File: src/rtl/inv_box_pkg.sv
// Shared types and helpers for the invertible-box arbiter: FSM state,
// ID width sizing and the settle counter width.
package inv_box_pkg;

    typedef enum logic [1:0] {
        ST_IDLE   = 2'd0,
        ST_SETTLE = 2'd1,
        ST_RESP   = 2'd2
    } state_e;

    localparam int CNT_W = 4;

    function automatic int id_w(input int n);
        int r;
        r = $clog2(n);
        return (r < 1) ? 1 : r;
    endfunction

endpackage

File: src/rtl/inv_box_arbiter_rr_arbiter.sv
// Combinational round-robin picker: the winner is the first requester at or
// after ptr_i (modulo NREQ), found as the valid request with the smallest rank.
module rr_arbiter
    import inv_box_pkg::*;
#(
    parameter int NREQ = 4
) (
    input  logic [NREQ-1:0]         req_i,
    input  logic [id_w(NREQ)-1:0]   ptr_i,
    output logic [NREQ-1:0]         grant_o,
    output logic [id_w(NREQ)-1:0]   idx_o,
    output logic                    any_o
);

    localparam int IDW = id_w(NREQ);

    int best_rank_s;
    int rank_s;

    // rank each requester by its distance from the pointer and keep the nearest
    always_comb begin
        best_rank_s = NREQ;
        rank_s      = 0;
        idx_o       = '0;
        any_o       = 1'b0;
        for (int i = 0; i < NREQ; i++) begin
            rank_s = i - int'(ptr_i);
            if (rank_s < 0) begin
                rank_s = rank_s + NREQ;
            end else begin
                rank_s = rank_s;
            end
            if (req_i[i] && (rank_s < best_rank_s)) begin
                best_rank_s = rank_s;
                idx_o       = IDW'(i);
                any_o       = 1'b1;
            end else begin
                best_rank_s = best_rank_s;
            end
        end
        if (any_o) begin
            grant_o = NREQ'(1) << idx_o;
        end else begin
            grant_o = '0;
        end
    end

endmodule

File: src/rtl/inv_box_arbiter.sv
// Shares one combinational invertible box between NREQ requesters: round-robin
// grant, registered data^mask drive, fixed settle wait, tagged Y response.
module inv_box_arbiter
    import inv_box_pkg::*;
#(
    parameter int NREQ   = 4,
    parameter int WIDTH  = 4,
    parameter int SETTLE = 1
) (
    input  logic                      clk,
    input  logic                      rst,
    input  logic [NREQ-1:0]           req_valid,
    output logic [NREQ-1:0]           req_ready,
    input  logic [NREQ*WIDTH-1:0]     req_data,
    input  logic [NREQ*WIDTH-1:0]     req_inv,
    output logic [WIDTH-1:0]          box_in,
    input  logic                      box_y,
    output logic                      rsp_valid,
    input  logic                      rsp_ready,
    output logic [id_w(NREQ)-1:0]     rsp_id,
    output logic                      rsp_y
);

    localparam int IDW = id_w(NREQ);

    state_e             state_q;
    logic [IDW-1:0]     ptr_q;
    logic [IDW-1:0]     ptr_d;
    logic [CNT_W-1:0]   cnt_q;
    logic [WIDTH-1:0]   box_in_q;
    logic               rsp_valid_q;
    logic [IDW-1:0]     rsp_id_q;
    logic               rsp_y_q;

    logic [NREQ-1:0]    grant_s;
    logic [IDW-1:0]     win_idx_s;
    logic               any_s;
    logic [WIDTH-1:0]   win_drive_s;

    rr_arbiter #(.NREQ(NREQ)) u_rr (
        .req_i   (req_valid),
        .ptr_i   (ptr_q),
        .grant_o (grant_s),
        .idx_o   (win_idx_s),
        .any_o   (any_s)
    );

    // winner's drive value, next pointer and the IDLE-only accept strobe
    always_comb begin
        win_drive_s = req_data[win_idx_s*WIDTH +: WIDTH] ^ req_inv[win_idx_s*WIDTH +: WIDTH];
        if (int'(win_idx_s) == NREQ - 1) begin
            ptr_d = '0;
        end else begin
            ptr_d = win_idx_s + IDW'(1);
        end
        // rst gating keeps ready low while reset is held, not just after it
        if ((state_q == ST_IDLE) && !rst) begin
            req_ready = grant_s;
        end else begin
            req_ready = '0;
        end
    end

    // transaction FSM: accept, settle countdown, hold response until taken
    always_ff @(posedge clk or posedge rst) begin
        if (rst) begin
            state_q     <= ST_IDLE;
            ptr_q       <= '0;
            cnt_q       <= '0;
            box_in_q    <= '0;
            rsp_valid_q <= 1'b0;
            rsp_id_q    <= '0;
            rsp_y_q     <= 1'b0;
        end else begin
            case (state_q)
                ST_IDLE: begin
                    if (any_s) begin
                        box_in_q <= win_drive_s;
                        rsp_id_q <= win_idx_s;
                        ptr_q    <= ptr_d;
                        cnt_q    <= CNT_W'(SETTLE - 1);
                        state_q  <= ST_SETTLE;
                    end
                end
                ST_SETTLE: begin
                    if (cnt_q != '0) begin
                        cnt_q <= cnt_q - CNT_W'(1);
                    end else begin
                        rsp_y_q     <= box_y;
                        rsp_valid_q <= 1'b1;
                        state_q     <= ST_RESP;
                    end
                end
                ST_RESP: begin
                    if (rsp_ready) begin
                        rsp_valid_q <= 1'b0;
                        state_q     <= ST_IDLE;
                    end
                end
                default: begin
                    state_q <= ST_IDLE;
                end
            endcase
        end
    end

    assign box_in    = box_in_q;
    assign rsp_valid = rsp_valid_q;
    assign rsp_id    = rsp_id_q;
    assign rsp_y     = rsp_y_q;

endmodule

File: config.mk
export PLATFORM = sky130hd
export DESIGN_NAME = inv_box_arbiter
export DESIGN_NICKNAME = d
export VERILOG_FILES = /design/src/rtl/inv_box_pkg.sv /design/src/rtl/inv_box_arbiter_rr_arbiter.sv /design/src/rtl/inv_box_arbiter.sv
export SDC_FILE = /design/constraint.sdc
export NUM_CORES = 1
export LEC_CHECK = 0
export CAP_MARGIN = 0
export CORE_MARGIN = 10
export CORE_UTILIZATION = 42
export DETAILED_ROUTE_END_ITERATION = 6
export PLACE_DENSITY = 0.85
export SETUP_SLACK_MARGIN = 0.4
export SYNTH_ARGS = -nofsm -noshare
export SYNTH_HDL_FRONTEND = slang
export SYNTH_SLANG_ARGS = --single-unit
File: constraint.sdc
create_clock -name clk -period 4.5 [get_ports clk]
set_input_delay 0.9 -clock clk [delete_from_list [all_inputs] [get_ports clk]]
set_output_delay 0.9 -clock clk [all_outputs]
set_load 0.05 [all_outputs]
==> metrics.yaml, run 1 <==
worst_hold_path:
  holdPathEnd: "rsp_id[1]"
  hold_depth: 2
  hp-class: "reg -> reg"
  hold_start: "rsp_id[1]"
floorplanning:
  core_um2: 2781
  die_area_um2: 5509
  die_w_um: 74.23
  io_pins: 52
  row_count: 19
  dieHeight_um: 74.23
  initial_core_util_pct: 44.40
run_status:
  status: "finished, final reports clean"
synthesis:
  yosys_warnings: 0
  syn_inst: 131
  synthesis.area_um2: 1235
  yosys_register_bits: 16
  synthDistinctLibCells: 29
  synth_area_leader_cell: "dfrtp_1"
  syn-num-nets: 178
  synth_ff_type: "dfrtp_1"
  synth-edff-count: 0
  ys_seq_area_share_pct: 32.42
  synth_top_area_share_pct: 32.42
  async_reset_ff_share_pct: 100.0
  yosys-top-cells-area: "dfrtp_1 32%, xnor2_1 7.8%, mux2i_1 7.3%, ha_1 7.1%, xor2_1 5.7%"
  syn_avg_cell_area_um2: 9.427
sta:
  setup_viol: 0
  drv_slew: 0
  skew_ns: 0.01383
  final.period_utilization_pct: 97.65
  max_freq_mhz: 227.6
  worst_pin_slew_ns: 0.7399
  fin_hold_ws_ns: 0.4895
  slew_headroom_pct: 50.62
  rsz0062_at_grt: "true"
  min_period_ns: 4.394
  hold_violations: 0
route:
  ant_nets: 0
  drt_iter0_drc: 44
  dr.pass1.iters: 4
  drc_errors: 0
  avgViaCountPerCell: 5.336
  vias: 1206
  routed_wl_um: 3681
  routedWlPerCell_um: 16.29
layout:
  fillers: 196
  final_layout_size_suffix_gt1_share_pct: 25.13
  area_growth_pct: 63.83
  diodes: 0
  fin_nets: 243
  multi_input_area_um2: 865.8
  regArea_um2: 400.4
  stdcell_count: 226
global_routing:
  grt_first_pass_wirelength_um: 6037
  grt_usage_pct: 13.56
  grt_pass1_vias: 1338
  grt_antenna_before_repair: 0
  grt_max_degree: 21
  grt_overflow: 0
worst_setup_path:
  path_max_fanout: 5
  timing.rr.start: "ptr_q[0]"
  r2r-end: "ptr_q[1]"
  worstPathArrival_ns: 3.49
  r2r_setup_slack_ns: 1.35
  cp_data_required_time_ns: 3.60
  start_kind: "input pin"
  cp-end-kind: "primary output"
  worstRegToRegCells: 15
  worst-setup-path-type: "in -> out"
placed_design:
  dpl.hpwl_um: 2936
  dp_cells: 220
  globalplace.congestion: 0.8942
  io_buffer_count: 51
clock_tree:
  clock_tree.root_cell: "clkbuf_4"
  tritoncts: "yes"
  htree_num_levels: 1
  numCtsBuffers: 3
  clock_latency_ns: 0.29
  path_clk_slew_ns: 0.11
  cts_hold_buf: 0
  ctsLongestPathBuffers: 2
  cts_sinks: 16
power_and_ir_drop:
  total_leakage_power_nw: 0.8627
  intPower_mw: 0.6894
  power_density_nw_per_um2: 666.6
  p_comb_share_pct: 73.0
  ir_worst_vdd_mv: 0.4906
  switching_share_pct: 48.88
  p_clk_share_pct: 7.3
  p_switching_mw: 0.6592
  pwr-share-seq_pct: 19.7
run:
  maxCapViolCount: 0
-- stage by stage --
step	TNS (ns)	power, mW	setup slack, ns	cell area, um^2	utilization (%)
detailed placement	-1.360	1.136	-0.3805	1889	67.93
global route	-0.02846	1.448	-0.01303	2023	72.74
CTS	0	1.331	0.1211	2017	72.51
global placement	-0.3376	1.099	-0.1090	1889	67.93
floorplan	0	0.8470	0.4066	1255	-
finish	0	1.349	0.1059	2023	72.74
-- how the worst max path moves through the flow --
stage	end	start	cells after the start	slack, ns
2_1_floorplan	req_ready[1]	req_valid[0]	15	0.41
3_3_place_gp	req_ready[2]	req_valid[0]	18	-0.11
3_5_place_dp	req_ready[1]	req_valid[0]	18	-0.38
4_1_cts	req_ready[0]	req_valid[0]	18	0.12
5_1_grt	req_ready[0]	req_valid[0]	18	-0.01
6_report	req_ready[0]	req_valid[0]	18	0.11
-- placed cells by master, fill, tap and decap left out, types with 3 or more instances in the layout --
cell type and instances:
mux2i_1 8, o211ai_1 8, and3_4 4, ha_1 3, o21ai_2 5, clkdlybuf4s50_1 45
inv_1 6, dfrtp_1 16, nand2_1 12, buf_12 4, clkbuf_4 3, nor2_1 6
buf_4 11, o21ai_0 5, xor2_1 8, nand2b_1 3, o21a_1 4, xnor2_1 11
-- state kept, by name, summed over array words and instances, names as in the netlist --
name and count:
rsp_valid 1, rsp_y 1, state_q 2, ptr_q 2
box_in 4, cnt_q 4, rsp_id 2
-- kinds of logic (layout without fill, tap and decap cells) --
group	count (synthesis)	after routing	share of synthesized area, %
and+or+nand+nor	38	38	15.81
adders and majority gates	7	7	7.092
muxes	11	11	9.119
AOI/OAI and AO/OA	28	28	17.22
xor gates and xnor gates	19	19	13.48
DFF	16	16	32.42
buffers and inverters	12	76	4.863
-- synthesized netlist by cell type (2+ instances only) --
cell / instances
inv_1: 10
o21ai_2: 4
dfrtp_1: 16
nor2_1: 7
mux2_2: 2
o211ai_1: 8
buf_6: 2
nor3b_1: 2
nand2b_1: 3
ha_1: 7
nand2_1: 13
o21a_1: 4
o21ai_0: 7
and3_1: 4
mux2i_1: 9
xnor2_1: 11
nand3_1: 3
xor2_1: 8
-- area by class of cell --
class,count,area share [%]
multi-input combinational,103,42.80
timing repair buffer,62,31.60
sequential,16,19.79
inverter,10,2.103
tap,31,1.917
clock buffer,4,1.793
-- worst max-delay path, stage by stage --
cell and delay, ns:
buf_8 0.10, inv_4 0.05, mux2i_2 0.24, a32oi_2 0.10, ha_1 0.29, o21a_1 0.15, nor2_2 0.05, o21ai_2 0.16
nand2_1 0.08, o21ai_1 0.08, ha_1 0.26, o21ai_2 0.16, nand2_2 0.14, o211ai_4 0.16, inv_2 0.10, ha_4 0.17
and3_4 0.15, buf_12 0.14
-- metal layers --
metal / share of wire (%) / GRT usage, % / routed length [um] / vias to the layer above
li1: - / - / - / 587
met1: 37 / 14.00 / 1374 / 559
met4: 2.3 / 5.285 / 85 / 0
met2: 52 / 24.05 / 1926 / 52
met3: 8.0 / 5.452 / 294 / 8
met5: 0 / 0 / 0 / -
-- power by group through the flow --
stage,combinational (mW),clock [mW],sequential [mW]
6_report,0.984,0.0981,0.266
5_1_grt,1.07,0.108,0.274
4_1_cts,0.967,0.0996,0.264
3_5_place_dp,0.872,0,0.264
3_3_place_gp,0.837,0,0.262
2_1_floorplan,0.480,0,0.367
-- repair_timing --
action,4_1_cts,5_1_grt
gates resized for setup,29,2
pin swaps,10,6
setup endpoints to repair,4,4
buffers inserted,2,0
(Power assumes the default switching activity.)
==> run 2: changes to the inputs <==
--- a/config.mk
+++ b/config.mk
@@ -6,11 +6,12 @@
 export NUM_CORES = 1
 export LEC_CHECK = 0
 export CAP_MARGIN = 0
+export CORE_ASPECT_RATIO = 1.4
 export CORE_MARGIN = 10
-export CORE_UTILIZATION = 42
+export CORE_UTILIZATION = 62
 export DETAILED_ROUTE_END_ITERATION = 6
-export PLACE_DENSITY = 0.85
-export SETUP_SLACK_MARGIN = 0.4
+export DONT_BUFFER_PORTS = 1
+export PLACE_DENSITY = 0.84
 export SYNTH_ARGS = -nofsm -noshare
 export SYNTH_HDL_FRONTEND = slang
 export SYNTH_SLANG_ARGS = --single-unit
==> run 2 against run 1 <==
Worst hold slack better by 0.053 ns. Non-clock buffer count down 57. Die area down 24%.
==> metrics.yaml, run 2 (synthesis gave the netlist of run 1 again) <==
worst_setup_path:
  path_max_fanout: 6  # +1
  r2r_setup_slack_ns: 1.58  # +0.23 ns
  start_kind: "input pin"
  timing.rr.start: "ptr_q[0]"
  worstRegToRegCells: 15  # unchanged
  r2r-end: "ptr_q[1]"
  worstPathArrival_ns: 3.36  # -0.13 ns
  cp-end-kind: "primary output"
  cp_data_required_time_ns: 3.60  # about the same
  worst-setup-path-type: "in -> out"
clock_tree:
  path_clk_slew_ns: 0.09  # -0.02 ns
  cts_sinks: 16  # unchanged
  clock_tree.root_cell: "clkbuf_4"
  htree_num_levels: 1  # unchanged
  numCtsBuffers: 3  # unchanged
  ctsLongestPathBuffers: 2  # unchanged
  post_cts_resize_count: 0  # -100%
  clock_latency_ns: 0.27  # -0.02 ns
  cts_hold_buf: 0  # unchanged
  tritoncts: "yes"
  postCtsSetupRepairBufs: 0  # -2
floorplanning:
  die_area_um2: 4202  # -24%
  core_um2: 1926  # -31%
  dieHeight_um: 72.81  # -1.9%
  io_pins: 52  # unchanged
  initial_core_util_pct: 64.13  # +20 points
  row_count: 19  # unchanged
  die_w_um: 57.72  # -22%
worst_hold_path:
  holdPathEnd: "cnt_q[0]"
  hold_start: "cnt_q[0]"
  hold_depth: 1  # -1
  hp-class: "reg -> reg"
global_routing:
  grt_usage_pct: 13.24  # -0.32 points
  grt_first_pass_wirelength_um: 4705  # -22%
  grt_max_degree: 21  # unchanged
  grt_pass1_vias: 1088  # -19%
  grt_overflow: 0  # unchanged
  grt_antenna_before_repair: 0  # unchanged
placed_design:
  globalplace.congestion: 0.8581  # -4.0%
  place_area_um2: 1326  # -30%
  io_buffer_count: 0  # -100%
  dpl.hpwl_um: 2398  # -18%
sta:
  rsz0062_at_grt: "false"
  worst_pin_slew_ns: 0.6642  # -0.07574 ns
  final.period_utilization_pct: 94.64  # -3.0 points
  skew_ns: 0.001364  # -0.01247 ns
  hold_violations: 0  # unchanged
  drv_slew: 0  # unchanged
  slew_headroom_pct: 55.67  # +5.1 points
  fin_setup_tns_ns: 0  # unchanged
  min_period_ns: 4.259  # -0.1355 ns
  setup_viol: 0  # unchanged
  max_freq_mhz: 234.8  # +3.2%
route:
  drt_iter0_drc: 11  # -75%
  routed_wl_um: 2802  # -24%
  routedWlPerCell_um: 17.73  # +8.9%
  ant_nets: 0  # unchanged
  vias: 986  # -18%
  avgViaCountPerCell: 6.241  # +17%
  drc_errors: 0  # unchanged
  dr.pass1.iters: 4  # unchanged
power_and_ir_drop:
  total_leakage_power_nw: 0.6265  # -27%
  power_density_nw_per_um2: 768.9  # +15%
  p_clk_share_pct: 6.9  # -0.4 points
  switching_share_pct: 52.77  # +3.9 points
  p_switching_mw: 0.5483  # -17%
  power_mw: 1.039  # -23%
  ir_worst_vdd_mv: 0.5608  # +14%
  p_comb_share_pct: 56.0  # -17 points
  pwr-share-seq_pct: 37.1  # +17 points
  intPower_mw: 0.4907  # -29%
layout:
  final_cell_mix: "16 x dfrtp_1, 13 x nand2_1, 11 x xnor2_1, 10 x inv_1, 9 x mux2i_1"
  area_growth_pct: 9.423
  final_layout_size_suffix_gt1_share_pct: 13.87  # -11 points
  fin_nets: 186  # -23%
  final_common_cell: "dfrtp_1"
  diodes: 0  # unchanged
  post-route-cell-area_um2: 1351  # -33%
run:
  maxCapViolCount: 0  # unchanged
run_status:
  status: "finished, final reports clean"
## run 2: final cells by class
cell class              count  area [um^2]
multi-input cells         103        777.0
fillers                   148        574.3
flip-flops and latches     16        400.4
repair buffers              5        87.58
inverters                  10        37.54
well taps                  21        26.28
clock buffers               3        22.52
## run 2: worst max-delay path, cell delays in order
cell and delay (ns):
inv_1 0.09, mux2i_1 0.20, a32oi_1 0.09, ha_1 0.29
o21a_1 0.16, nor2_2 0.06, o21ai_2 0.15, nand2_1 0.06
o21ai_1 0.08, ha_1 0.24, o21ai_1 0.15, nand2_1 0.13
o211ai_2 0.14, inv_1 0.10, ha_1 0.20, and3_1 0.17
buf_12 0.15
## run 2: worst max path at each step
stage,startpoint,endpoint,slack [ns],cells after the start
detailed placement,req_valid[0],req_ready[0],0.14,16
CTS,req_valid[0],req_ready[0],0.14,16
global placement,req_valid[0],req_ready[1],0.30,16
finish,req_valid[0],req_ready[2],0.24,17
floorplan,req_valid[0],req_ready[1],0.21,15
global route,req_valid[0],req_ready[2],0.03,17
## run 2: metal layers
metal / GRT usage (%) / share of wire, %
met5: 0 / 0
met3: 4.704 / 9.2
met2: 24.04 / 54
met4: 6.806 / 2.0
met1: 12.59 / 35
## run 2: through the flow
stage	hold WS [ns]	util (%)	worst slack (ns)	std cells
finish	0.5420	70.18	0.2414	158
global route	0.5894	70.18	0.03351	158
CTS	0.5402	70.05	0.1425	158
detailed placement	0.5271	68.88	0.1353	155
global placement	0.5097	68.88	0.3044	155
floorplan	0.4819	-	0.2126	131
## run 2: power groups by stage
stage | Combinational (mW) | Sequential [mW] | Clock [mW]
final | 0.581 | 0.386 | 0.0719
after global routing | 0.659 | 0.398 | 0.0786
after CTS | 0.570 | 0.388 | 0.0735
after detailed placement | 0.568 | 0.391 | 0
after global placement | 0.540 | 0.388 | 0
after floorplan | 0.460 | 0.367 | 0
==> run 3: changes to the inputs <==
--- a/config.mk
+++ b/config.mk
@@ -8,10 +8,10 @@
 export CAP_MARGIN = 0
 export CORE_ASPECT_RATIO = 1.4
 export CORE_MARGIN = 10
-export CORE_UTILIZATION = 62
+export CORE_UTILIZATION = 40
 export DETAILED_ROUTE_END_ITERATION = 6
 export DONT_BUFFER_PORTS = 1
-export PLACE_DENSITY = 0.84
+export PLACE_DENSITY = 0.6
 export SYNTH_ARGS = -nofsm -noshare
 export SYNTH_HDL_FRONTEND = slang
 export SYNTH_SLANG_ARGS = --single-unit
==> run 3 against run 2 <==
Register-to-register slack about the same. First-iteration DRC count up 91%. Die area up 37%. Sequential power about the same. Global-route usage down 2.7 points. Clock power up 79%. Worst hold slack worse by 0.012 ns. Sequential cell count unchanged. Wire length up 3.1%. Final cell count up 11%. Clock skew down 0.00052 ns. Critical path type unchanged. Largest cell class unchanged. Highest routed layer unchanged.
==> metrics.yaml, run 3 (synthesis gave the netlist of run 1 again) <==
route:
  drt_iter0_drc: 21  # +10
  ant_nets: 0  # unchanged
  drc_errors: 0  # unchanged
  dr.pass1.iters: 4  # unchanged
  routed_wl_um: 2890  # +3.1%
  routedWlPerCell_um: 16.51  # -6.9%
  avgViaCountPerCell: 5.520  # -12%
  vias: 966  # -2.0%
clock_tree:
  clock_tree.root_cell: "clkbuf_8"
  path_clk_slew_ns: 0.06  # -0.03 ns
  cts_sinks: 16  # unchanged
  tritoncts: "yes"
  numCtsBuffers: 3  # unchanged
  postCtsSetupRepairBufs: 0  # unchanged
  ctsLongestPathBuffers: 2  # unchanged
  htree_num_levels: 1  # unchanged
  clock_latency_ns: 0.25  # -0.02 ns
sta:
  max_freq_mhz: 233.5  # -0.57%
  skew_ns: 0.0008422  # -0.0005216 ns
  drv_slew: 0  # unchanged
  final.period_utilization_pct: 95.18  # +0.54 points
  fin_setup_tns_ns: 0  # unchanged
  hold_violations: 0  # unchanged
  worst_pin_slew_ns: 0.6723  # +0.008140 ns
  slew_headroom_pct: 55.13  # -0.54 points
  rsz0062_at_grt: "false"
  setup_viol: 0  # unchanged
  min_period_ns: 4.283  # +0.02428 ns
layout:
  post-route-cell-area_um2: 1408  # +4.2%
  diodes: 0  # unchanged
  fin_nets: 186  # unchanged
  stdcell_count: 175  # +11%
  final_layout_size_suffix_gt1_share_pct: 15.22  # +1.3 points
  final_cell_mix: "16 x dfrtp_1, 13 x nand2_1, 11 x xnor2_1, 10 x inv_1, 9 x mux2i_1"
  final_util_pct: 48.43  # -22 points
  multi_input_area_um2: 780.7  # +0.48%
  final_common_cell: "dfrtp_1"
  area_growth_pct: 13.98
  fillers: 288  # +95%
  regArea_um2: 400.4  # unchanged
worst_hold_path:
  hold_start: "cnt_q[0]"
  hp-class: "reg -> reg"
  hold_depth: 1  # unchanged
placed_design:
  place_area_um2: 1346  # +1.5%
  io_buffer_count: 0  # unchanged
  dp_cells: 171  # +10%
  globalplace.congestion: 0.8399  # -2.1%
  dpl.hpwl_um: 2471  # +3.0%
global_routing:
  grt_pass1_vias: 1070  # -1.7%
  grt_overflow: 0  # unchanged
  grt_usage_pct: 10.55  # -2.7 points
  grt_max_degree: 21  # unchanged
  grt_first_pass_wirelength_um: 4885  # +3.8%
  grt_antenna_before_repair: 0  # unchanged
worst_setup_path:
  start_kind: "input pin"
  cp-end-kind: "primary output"
  r2r-end: "ptr_q[1]"
  r2r_setup_slack_ns: 1.57  # about the same
  timing.rr.start: "ptr_q[0]"
  crit_path_start: "req_valid[0]"
  worstPathArrival_ns: 3.38  # +0.02 ns
  cp_data_required_time_ns: 3.60  # about the same
  endpoint: "req_ready[1]"
  worstRegToRegCells: 15  # unchanged
  worst-setup-path-type: "in -> out"
  path_max_fanout: 6  # unchanged
floorplanning:
  row_count: 23  # +4
  dieHeight_um: 85.75  # +18%
  die_area_um2: 5741  # +37%
  core_um2: 2907  # +51%
  io_pins: 52  # unchanged
  initial_core_util_pct: 42.49  # -22 points
  die_w_um: 66.96  # +16%
run_status:
  status: "finished, final reports clean"
power_and_ir_drop:
  intPower_mw: 0.5433  # +11%
  total_leakage_power_nw: 0.6428  # +2.6%
  pwr-share-seq_pct: 35.0  # -2.1 points
  power_mw: 1.100  # +5.8%
  p_comb_share_pct: 53.3  # -2.7 points
  switching_share_pct: 50.60  # -2.2 points
  ir_worst_vdd_mv: 0.4009  # -29%
  power_density_nw_per_um2: 781.3  # +1.6%
  p_switching_mw: 0.5565  # +1.5%
  p_clk_share_pct: 11.7  # +4.8 points
run:
  maxCapViolCount: 0  # unchanged
## run 3: changes by cell type in the layout (fill, tap and decap cells not counted)
cell / change
o21ai_2: +1
clkbuf_8: +4
clkbuf_4: -3
o21ai_1: -1
## run 3: layout make-up
class,instances,share of cell area [%]
multi-input cells,103,55.47
flip-flops and latches,16,28.44
repair buffers,5,6.222
clock buffers,4,3.911
well taps,37,3.289
inverters,10,2.667
## run 3: worst min path at each step
stage	to	slack [ns]
after floorplan	cnt_q[0]	0.48
after global placement	cnt_q[0]	0.51
after detailed placement	cnt_q[0]	0.52
after CTS	cnt_q[0]	0.53
after global routing	cnt_q[0]	0.59
final	cnt_q[0]	0.53
## run 3: power by group through the flow
stage / logic, mW / clock network, mW / registers, mW
2_1_floorplan: 0.460 / 0 / 0.367
3_3_place_gp: 0.552 / 0 / 0.390
3_5_place_dp: 0.573 / 0 / 0.390
4_1_cts: 0.574 / 0.133 / 0.388
5_1_grt: 0.673 / 0.137 / 0.399
6_report: 0.586 / 0.129 / 0.385
## run 3: critical path, cell delays in order
cell     delay, ns
inv_1         0.08
mux2i_1       0.21
a32oi_1       0.10
ha_1          0.31
o21a_1        0.16
nor2_2        0.06
o21ai_2       0.15
nand2_1       0.06
o21ai_1       0.09
ha_1          0.26
o21ai_2       0.13
nand2_1       0.11
nand3_1       0.15
inv_1         0.10
ha_1          0.18
and3_1        0.19
buf_12        0.15
## run 3: layer usage
| layer | routed length (um) | track usage [%] | vias up |
|---|---|---|---|
| met3 | 339 | 4.948 | 5 |
| met1 | 1070 | 10.86 | 448 |
| li1 | - | - | 467 |
| met4 | 63 | 5.056 | 0 |
| met5 | 0 | 0 | - |
| met2 | 1416 | 17.39 | 46 |
## run 3: stage by stage
stage | setup WS, ns | hold slack (ns)
global placement | 0.2757 | 0.5099
floorplan | 0.2126 | 0.4819
finish | 0.2171 | 0.5295
CTS | 0.04274 | 0.5280
global route | 0.02416 | 0.5906
detailed placement | 0.03743 | 0.5153
## run 3: repair_timing
item / 4_1_cts / 5_1_grt
hold buffers: 0 / 0
gates resized for setup: 0 / 4
endpoints found under the setup margin: 0 / 4
